### src/rtl/fp_pkg.sv
// rtl/fp_pkg.sv - shared types and format helpers for the pipelined FP multiplier
package fp_pkg;

  typedef enum logic [1:0] {FP_ZERO, FP_NORM, FP_INF, FP_NAN} fp_class_t;

  function automatic int bias(input int exp_w);
    return (1 << (exp_w - 1)) - 1;
  endfunction

  // Canonical quiet NaN: positive, all-ones exponent, only the top fraction bit set.
  function automatic logic [63:0] qnan(input int exp_w, input int man_w);
    logic [63:0] ones;
    ones = (64'd1 << exp_w) - 64'd1;
    return (ones << man_w) | (64'd1 << (man_w - 1));
  endfunction

endpackage

### src/rtl/fp_classify.sv
// rtl/fp_classify.sv - splits one operand into class, sign, exponent and significand
module fp_classify
  import fp_pkg::*;
#(
  parameter int EXP_W = 8,
  parameter int MAN_W = 23
) (
  input  logic [EXP_W+MAN_W:0] x,
  output fp_class_t            cls,
  output logic                 sign,
  output logic [EXP_W-1:0]     expo,
  output logic [MAN_W:0]       sig
);

  logic [MAN_W-1:0] frac;

  assign sign = x[EXP_W+MAN_W];
  assign expo = x[EXP_W+MAN_W-1:MAN_W];
  assign frac = x[MAN_W-1:0];

  // Denormals collapse to zero, so the hidden bit is 1 for every non-zero class.
  always_comb begin
    sig = {1'b1, frac};
    if (expo == '0) begin
      cls = FP_ZERO;
      sig = '0;
    end else if (&expo) begin
      cls = (frac == '0) ? FP_INF : FP_NAN;
    end else begin
      cls = FP_NORM;
    end
  end

endmodule

### src/rtl/fp_mult_pipe.sv
// rtl/fp_mult_pipe.sv - valid/ready pipelined floating-point multiplier with RNE rounding
module fp_mult_pipe
  import fp_pkg::*;
#(
  parameter int EXP_W = 8,
  parameter int MAN_W = 23,
  parameter int TAG_W = 4
) (
  input  logic                 clk,
  input  logic                 rst_n,
  input  logic                 in_valid,
  output logic                 in_ready,
  input  logic [EXP_W+MAN_W:0] A,
  input  logic [EXP_W+MAN_W:0] B,
  input  logic [TAG_W-1:0]     in_tag,
  output logic                 out_valid,
  input  logic                 out_ready,
  output logic [EXP_W+MAN_W:0] result,
  output logic [TAG_W-1:0]     out_tag,
  output logic                 overflow,
  output logic                 underflow,
  output logic                 invalid
);

  localparam int W   = 1 + EXP_W + MAN_W;
  localparam int SW  = MAN_W + 1;
  localparam int PW  = 2 * SW;
  localparam int EW2 = EXP_W + 2;

  localparam logic [EW2-1:0] BIAS_E = EW2'(bias(EXP_W));
  localparam logic [EW2-1:0] EMAX   = EW2'((1 << EXP_W) - 1);
  localparam logic [EW2-1:0] ONE_E  = EW2'(1);
  localparam logic [63:0]    QNAN64 = qnan(EXP_W, MAN_W);
  localparam logic [W-1:0]   QNAN   = QNAN64[W-1:0];

  typedef struct packed {
    logic             valid;
    logic [TAG_W-1:0] tag;
    logic [W-1:0]     a;
    logic [W-1:0]     b;
  } s1_t;

  typedef struct packed {
    logic             valid;
    logic [TAG_W-1:0] tag;
    logic             sign;
    fp_class_t        cls;
    logic             invalid;
    logic [EW2-1:0]   expo;
    logic [PW-1:0]    prod;
  } s2_t;

  typedef struct packed {
    logic             valid;
    logic [TAG_W-1:0] tag;
    logic             sign;
    fp_class_t        cls;
    logic             invalid;
    logic [EW2-1:0]   expo;
    logic [PW-1:0]    norm;
  } s3_t;

  typedef struct packed {
    logic             valid;
    logic [TAG_W-1:0] tag;
    logic [W-1:0]     result;
    logic             overflow;
    logic             underflow;
    logic             invalid;
  } out_t;

  s1_t  s1_q, s1_d;
  s2_t  s2_q, s2_d, s2_n;
  s3_t  s3_q, s3_d, s3_n;
  out_t o_q, o_d, o_n;
  logic en;

  fp_class_t        cls_a, cls_b;
  logic             sign_a, sign_b;
  logic [EXP_W-1:0] exp_a, exp_b;
  logic [MAN_W:0]   sig_a, sig_b;

  logic [SW-1:0]    kept;
  logic             guard, sticky, round_up;
  logic [SW:0]      rounded;
  logic [EW2-1:0]   e_fin;
  logic [MAN_W-1:0] frac_fin;

  fp_classify #(.EXP_W(EXP_W), .MAN_W(MAN_W)) u_cls_a (
    .x(s1_q.a), .cls(cls_a), .sign(sign_a), .expo(exp_a), .sig(sig_a)
  );

  fp_classify #(.EXP_W(EXP_W), .MAN_W(MAN_W)) u_cls_b (
    .x(s1_q.b), .cls(cls_b), .sign(sign_b), .expo(exp_b), .sig(sig_b)
  );

  assign en       = !o_q.valid || out_ready;
  assign in_ready = en;

  always_comb begin
    s2_n         = '0;
    s2_n.valid   = s1_q.valid;
    s2_n.tag     = s1_q.tag;
    s2_n.sign    = sign_a ^ sign_b;
    s2_n.invalid = (cls_a == FP_INF && cls_b == FP_ZERO) || (cls_a == FP_ZERO && cls_b == FP_INF);
    if (cls_a == FP_NAN || cls_b == FP_NAN || s2_n.invalid)  s2_n.cls = FP_NAN;
    else if (cls_a == FP_INF || cls_b == FP_INF)             s2_n.cls = FP_INF;
    else if (cls_a == FP_ZERO || cls_b == FP_ZERO)           s2_n.cls = FP_ZERO;
    else                                                     s2_n.cls = FP_NORM;
    s2_n.expo = {2'b00, exp_a} + {2'b00, exp_b} - BIAS_E;
    s2_n.prod = {{SW{1'b0}}, sig_a} * {{SW{1'b0}}, sig_b};
  end

  // Product of two [1,2) significands lies in [1,4): at most one left shift.
  always_comb begin
    s3_n         = '0;
    s3_n.valid   = s2_q.valid;
    s3_n.tag     = s2_q.tag;
    s3_n.sign    = s2_q.sign;
    s3_n.cls     = s2_q.cls;
    s3_n.invalid = s2_q.invalid;
    if (s2_q.prod[PW-1]) begin
      s3_n.norm = s2_q.prod;
      s3_n.expo = s2_q.expo + ONE_E;
    end else begin
      s3_n.norm = s2_q.prod << 1;
      s3_n.expo = s2_q.expo;
    end
  end

  always_comb begin
    kept     = s3_q.norm[PW-1:SW];
    guard    = s3_q.norm[MAN_W];
    sticky   = |s3_q.norm[MAN_W-1:0];
    round_up = guard && (sticky || kept[0]);
    rounded  = {1'b0, kept} + {{SW{1'b0}}, round_up};
    if (rounded[SW]) begin
      frac_fin = rounded[MAN_W:1];
      e_fin    = s3_q.expo + ONE_E;
    end else begin
      frac_fin = rounded[MAN_W-1:0];
      e_fin    = s3_q.expo;
    end

    o_n       = '0;
    o_n.valid = s3_q.valid;
    o_n.tag   = s3_q.tag;
    case (s3_q.cls)
      FP_NAN: begin
        o_n.result  = QNAN;
        o_n.invalid = s3_q.invalid;
      end
      FP_INF:  o_n.result = {s3_q.sign, {EXP_W{1'b1}}, {MAN_W{1'b0}}};
      FP_ZERO: o_n.result = {s3_q.sign, {(W-1){1'b0}}};
      default: begin
        if ($signed(e_fin) >= $signed(EMAX)) begin
          o_n.result   = {s3_q.sign, {EXP_W{1'b1}}, {MAN_W{1'b0}}};
          o_n.overflow = 1'b1;
        end else if ($signed(e_fin) < $signed(ONE_E)) begin
          o_n.result    = {s3_q.sign, {(W-1){1'b0}}};
          o_n.underflow = 1'b1;
        end else begin
          o_n.result = {s3_q.sign, e_fin[EXP_W-1:0], frac_fin};
        end
      end
    endcase
    if (!s3_q.valid) begin
      o_n.overflow  = 1'b0;
      o_n.underflow = 1'b0;
      o_n.invalid   = 1'b0;
    end
  end

  // One global enable: every stage shifts together, bubbles included.
  always_comb begin
    s1_d = s1_q;
    s2_d = s2_q;
    s3_d = s3_q;
    o_d  = o_q;
    if (en) begin
      s1_d.valid = in_valid;
      s1_d.tag   = in_tag;
      s1_d.a     = A;
      s1_d.b     = B;
      s2_d       = s2_n;
      s3_d       = s3_n;
      o_d        = o_n;
    end
  end

  always_ff @(posedge clk) begin
    if (!rst_n) begin
      s1_q <= '0;
      s2_q <= '0;
      s3_q <= '0;
      o_q  <= '0;
    end else begin
      s1_q <= s1_d;
      s2_q <= s2_d;
      s3_q <= s3_d;
      o_q  <= o_d;
    end
  end

  assign out_valid = o_q.valid;
  assign result    = o_q.result;
  assign out_tag   = o_q.tag;
  assign overflow  = o_q.overflow;
  assign underflow = o_q.underflow;
  assign invalid   = o_q.invalid;

endmodule

### config.mk
export PLATFORM = sky130hd
export DESIGN_NAME = fp_mult_pipe
export DESIGN_NICKNAME = d
export VERILOG_FILES = /design/src/rtl/fp_pkg.sv /design/src/rtl/fp_classify.sv /design/src/rtl/fp_mult_pipe.sv
export SDC_FILE = /design/constraint.sdc
export NUM_CORES = 2
export LEC_CHECK = 0
export CAP_MARGIN = 40
export CORE_MARGIN = 2
export CORE_UTILIZATION = 64
export CTS_CLUSTER_SIZE = 14
export DETAILED_ROUTE_END_ITERATION = 16
export HOLD_SLACK_MARGIN = 0.1
export PLACE_DENSITY_LB_ADDON = 0.05
export RECOVER_POWER = 100
export SETUP_SLACK_MARGIN = 0.5
export SLEW_MARGIN = 25
export SYNTH_ARGS = -nofsm -noshare
export SYNTH_HDL_FRONTEND = slang
export SYNTH_SLANG_ARGS = --single-unit
### constraint.sdc
create_clock -name clk -period 9.8 [get_ports clk]
set_input_delay 1.96 -clock clk [delete_from_list [all_inputs] [get_ports clk]]
set_output_delay 1.96 -clock clk [all_outputs]
set_load 0.05 [all_outputs]
; After elaboration in Yosys (flattened, before gate mapping)
; Index checks and enable logic that the tools add are counted.
[word_totals]
ff_bits = 243
out_inout_bits = 41
wordCells = 84
[op_classes]
n_addsub = 5
n_mul = 1
order_cmp = 2
eq_ne = 6
muxes = 23
bitwise = 1
reduce_logical = 22
[op_table]
columns = operator, count
row1 = one-hot mux 32 bit (3 select lines), 1
row2 = 2-to-1 mux 31 bit, 2
row3 = 2-to-1 mux 58 bit, 1
row4 = multiplier 24 x 24 -> 48 bit, 1
row5 = 2-to-1 mux 24 bit, 2
row6 = zero test 23 bit, 2
row7 = adder 24 x 1 -> 25 bit, 1
row8 = 2-to-1 mux 23 bit, 1
row9 = OR reduction 23 bit, 1
row10 = "adder 10 x 1 -> 10 bit, second input constant", 2
row11 = zero test 8 bit, 2
row12 = AND reduction 8 bit, 2
row13 = 2-to-1 mux 2 bit, 7
row14 = "== test 2 bit, second input constant", 6
row15 = "greater-or-equal comparator 10 x 9 -> 1 bit, second input constant", 1
row16 = "less-than comparator 10 x 2 -> 1 bit, second input constant", 1
row17 = 2-to-1 mux 10 bit, 1
row18 = "subtractor 9 x 7 -> 10 bit, second input constant", 1
row19 = adder 8 x 8 -> 9 bit, 1
row20 = logical OR 1 bit, 7
row21 = 2-to-1 mux 1 bit, 7
row22 = zero test 2 bit, 3
row23 = logical AND 1 bit, 3
row24 = 2-to-1 mux 3 bit, 1
row25 = 3 further kinds, 3

; Longest topological paths before layout
[logic_depth]
word_depth = 10
ltp_mapped = 32
mapped_depth_nobuf = 29

; By module
; Synthesis repeated with hierarchy kept, for this count alone.
[unflattened]
hier_cells = 3460
area_unflattened_um2 = 30210.2
[modules_own_cells]
columns = module, instances, cells_per_inst, area_each_um2, seq_area_each_um2
row1 = fp_mult_pipe, 1, 3360, 29579.6, 4864.7
row2 = fp_classify, 2, 50, 315.3, 0.0

; Least setup slack after synthesis
; OpenSTA, ideal clock, no wires.
[synth_timing]
path_kind = flip-flop to flip-flop
start = register s1_q[59] (netlist bit)
end = register s2_q[44] (netlist bit)
t_arrival_ps = 7489
slack_ps = 2194
path_stages_with_launch = 29
path_buffers = 3
period_less_slack_ps = 7606
cell_sequence = dfxtp_1 > or4_1 > nor2_1 > a21oi_1 > clkbuf_1 > and2_1 > clkbuf_1 > nand2_1 > fa_1 > fa_1 > inv_1 > fa_1 > fa_1 > fa_1 > fa_1 > inv_1 > fa_1 > inv_1 > ha_1 > clkbuf_1 > nand2_1 > nor2_1 > nand3_1 > or3_1 > o21ai_1 > a21oi_1 > a2111oi_0 > o21ai_0 > a32o_1
[synth_via]
elab_chain_cells = 3
[synth_lines]
columns = element, line
row1 = start: declaration, fp_mult_pipe.sv:72  ; s1_t s1_q, s1_d;
row2 = start signal: assignment, fp_mult_pipe.sv:193  ; s1_q <= '0;
row3 = start signal: assignment, fp_mult_pipe.sv:198  ; s1_q <= s1_d;
row4 = zero test 8 bit, fp_classify.sv:24  ; if (expo == '0) begin
row5 = 2-to-1 mux 24 bit, fp_classify.sv:24
row6 = multiplier 24 x 24 -> 48 bit, fp_mult_pipe.sv:111  ; s2_n.prod = {{SW{1'b0}}, sig_a} * {{SW{1'b0}}, sig_b};
row7 = end signal: assignment, fp_mult_pipe.sv:194  ; s2_q <= '0;
row8 = end signal: assignment, fp_mult_pipe.sv:199  ; s2_q <= s2_d;
row9 = end: declaration, fp_mult_pipe.sv:73  ; s2_t s2_q, s2_d, s2_n;
; No other way between the ends.
; A chain may end at the register's enable or synchronous reset.

; Worst setup path after layout
; Ends and elaborated chain as after synthesis.

==> metrics.log <==
INFO  metric cts.htree.levels = 1
INFO  metric totalWireLength = 88640 um
INFO  metric power.density_cell_area = 170.3 nW/um^2
INFO  metric failed_checks = max-capacitance violations, max-slew violations
INFO  metric number_of_distinct_standard_cells_referenced_by_the_synthesized_netlist = 70
INFO  metric criticalPathCategory = flop to flop
INFO  metric cp.arrival = 9.39 ns
INFO  metric antenna_left = 0
INFO  metric worst_skew_pair.late_latency = 0.58 ns
INFO  metric cts-hold-fix-buffers = 0
INFO  metric cts_inserted_buffers = 28
INFO  metric worst_ir_drop_vdd = 0.0001774 V
INFO  metric drive_above_1_share = 3.867%
INFO  metric leakagePower = 16.32 nW
INFO  metric final_min_period_over_clock_period = 91.01%
INFO  metric globalRouteOverflowTotal = 0
INFO  metric drt-wirelength-per-cell = 21.78 um
INFO  metric syn_area = 29710 um^2
INFO  metric post-synth-top-count-cell = sky130_fd_sc_hd__nand2_1
INFO  metric achievable_freq = 112.1 MHz
INFO  metric vias = 24730
INFO  metric grt_first_pass_wirelength = 141200 um
INFO  metric end_kind = flop
INFO  metric syn_area_cell = 8.524 um^2
INFO  metric slew_violations = 204
INFO  metric syn_nets = 4233
INFO  metric portBuffers = 112
INFO  metric post-route-drc-count = 0
INFO  metric nets = 4192
INFO  metric post_cts.repair.setup_buffers = 0
INFO  metric drt_first_iter_violations = 2237
INFO  metric instances_no_fill = 4069
INFO  metric timing.critical_path.required = 10.27 ns
INFO  metric fin_setup_tns = 0 ns
INFO  metric commonest_register_cell_after_synthesis = sky130_fd_sc_hd__dfxtp_1
INFO  metric ctsRootBufferMaster = sky130_fd_sc_hd__clkbuf_16
INFO  metric ys_top_cells_by_count = 615 x sky130_fd_sc_hd__nand2_1, 573 x sky130_fd_sc_hd__inv_1, 483 x sky130_fd_sc_hd__fa_1, 289 x sky130_fd_sc_hd__and3_1, 243 x sky130_fd_sc_hd__dfxtp_1
INFO  metric final_hold_viol_count = 0
INFO  metric pin_count_of_the_biggest_net_entering_global_routing = 143
INFO  metric cts-resized-gates = 0
INFO  metric final.setup_skew = 0.01883 ns
INFO  metric initial_antenna_violation_count = 0
INFO  metric yosys.area.top_type_share = 32.54%
INFO  metric die_y = 219.5 um
INFO  metric floorplan.initialDensity = 65.20%
INFO  metric drv.max_cap_violation_count = 3
INFO  metric setup_viol = 0
INFO  metric die_footprint = 48170 um^2
INFO  metric worst_slew_pin_slew = 3.412 ns
INFO  metric first_global_vias = 25720
INFO  metric row_count = 78
INFO  metric ctsLongestPathBuffers = 3
INFO  metric final_period_minus_worst_setup_slack = 8.919 ns
INFO  metric dieWidth = 219.5 um
INFO  metric yosysWarningCount = 0
INFO  metric gp_congestion = 0.9858
INFO  metric synth_area_leaders = sky130_fd_sc_hd__fa_1 33%, sky130_fd_sc_hd__dfxtp_1 16%, sky130_fd_sc_hd__ha_1 8.1%
INFO  metric floorplan.core_area = 45580 um^2
INFO  metric cts.sink_count = 243
INFO  metric synth-seq-area-share = 16.37%
INFO  metric slew_headroom = -127.5%
INFO  metric unrepaired_setup_endpoints_after_global_routing = no
INFO  metric placedCellCount = 4013
INFO  metric detailed_place_hpwl = 66800 um
INFO  metric worst_setup_path_start_kind = flop
INFO  metric route.detailed.vias_per_inst = 6.078
INFO  metric reg_clk_slew_reported_paths = 0.07 ns
INFO  metric critical_path.max_fanout = 36
INFO  metric syn_to_final_growth = 8.337%
INFO  metric status = finished, violations left
INFO  metric floorplan.io_pins = 113
INFO  metric drt_pre_antenna_iters = 5
INFO  metric synth_edf_count = 0
INFO  metric synth.ff_latch_count = 243
INFO  metric hold_path_class = flop to flop
INFO  metric synth.largest_area_cell = sky130_fd_sc_hd__fa_1
INFO  metric grt_use_total = 38.28%
INFO  metric async_flop_share = 0%
INFO  metric tritoncts = yes
INFO  metric synth_cells = 3486
==> final timing paths <==
path,start,to,slack [ns],cells after the start
worst max-delay path,s1_q[59],s2_q[44],0.88,26
worst min-delay path,out_tag[2],out_tag[2],0.45,2
worst max register to register,s1_q[59],s2_q[44],0.88,26
worst min register to register,out_tag[2],out_tag[2],0.45,2
==> flip-flops by register name, summed over array words and instances, names as in the netlist <==
register,flops
result,32
overflow,1
s1_q,69
underflow,1
kept,24
s3_q,37
invalid,1
out_tag,4
out_valid,1
o_n,5
guard,1
s2_q,67
==> cell families (layout without fill, tap and decap cells) <==
| family | after synthesis | count (layout) | share of synthesized area (%) |
|---|---|---|---|
| buffers and inverters | 822 | 801 | 10.48 |
| multiplexers | 52 | 52 | 1.752 |
| XOR/XNOR | 85 | 85 | 2.505 |
| flip-flops | 243 | 243 | 16.37 |
| AND/OR/NAND/NOR | 1184 | 1184 | 19.04 |
| adder cells (fa/ha/maj) | 675 | 675 | 40.62 |
| other | 0 | 4 | 0 |
| AO/OA/AOI/OAI | 425 | 425 | 9.230 |
==> where the power goes <==
group | internal (mW) | switching, mW
clock network | 0.671 | 0.459
registers | 1.13 | 0.132
logic | 1.20 | 1.90
total | 2.99 | 2.49
==> layer usage <==
metal | share of wire [%] | global-route usage, %
met1 | 39 | 50.79
met2 | 45 | 60.64
met3 | 9.7 | 6.888
met4 | 5.9 | 19.26
met5 | 0 | 0
==> metrics by stage <==
stage / setup WS [ns] / instance area [um^2] / utilization [%] / hold slack (ns) / power, mW
after floorplan: 2.194 / 29710 / - / 0.4321 / 3.420
after global placement: 1.116 / 31130 / 68.31 / 0.4382 / 4.253
after detailed placement: 1.146 / 31210 / 68.47 / 0.4453 / 4.302
after CTS: 1.138 / 32200 / 70.65 / 0.4553 / 5.463
after global routing: 0.3288 / 32180 / 70.61 / 0.4664 / 5.902
final: 0.8807 / 32190 / 70.63 / 0.4528 / 5.481
==> critical path, cell delays in order, from the launching register on <==
cell	delay (ns)
sky130_fd_sc_hd__dfxtp_1	0.34
sky130_fd_sc_hd__or4_1	0.55
sky130_fd_sc_hd__nor2_1	0.24
sky130_fd_sc_hd__a21oi_4	0.11
sky130_fd_sc_hd__buf_16	0.23
sky130_fd_sc_hd__and2_0	0.54
sky130_fd_sc_hd__nand2_1	0.26
sky130_fd_sc_hd__fa_1	0.46
sky130_fd_sc_hd__fa_1	0.54
sky130_fd_sc_hd__inv_1	0.06
sky130_fd_sc_hd__fa_1	0.49
sky130_fd_sc_hd__fa_1	0.56
sky130_fd_sc_hd__fa_1	0.42
sky130_fd_sc_hd__fa_1	0.49
sky130_fd_sc_hd__inv_1	0.05
sky130_fd_sc_hd__fa_1	0.48
sky130_fd_sc_hd__inv_1	0.04
sky130_fd_sc_hd__ha_1	0.44
sky130_fd_sc_hd__nand4_1	0.27
sky130_fd_sc_hd__nor2_1	0.22
sky130_fd_sc_hd__nand3_1	0.13
sky130_fd_sc_hd__or3_1	0.37
sky130_fd_sc_hd__o21ai_1	0.34
sky130_fd_sc_hd__a21oi_1	0.22
sky130_fd_sc_hd__a2111oi_0	0.50
sky130_fd_sc_hd__o21ai_0	0.15
sky130_fd_sc_hd__a32o_1	0.27
==> cells in the final DEF, fill, tap and decap left out, types with 57 or more instances in the layout <==
cell type                         count
sky130_fd_sc_hd__nor2_1              87
sky130_fd_sc_hd__ha_1               192
sky130_fd_sc_hd__a21oi_1            164
sky130_fd_sc_hd__dfxtp_1            242
sky130_fd_sc_hd__o21ai_0             57
sky130_fd_sc_hd__inv_1              572
sky130_fd_sc_hd__and3_1             289
sky130_fd_sc_hd__fa_1               483
sky130_fd_sc_hd__clkdlybuf4s50_1     69
sky130_fd_sc_hd__nand2_1            616
==> area by class of cell <==
type,instances,area (um^2)
multi-input combinational,2421,21730
fill,3658,13380
sequential,243,4866
inverter,574,2165
timing repair buffer,177,1677
clock buffer,35,777.0
tap,600,750.7
clock inverter,15,214.0
antenna,4,10.01
Power figures use the tool's default switching activity.
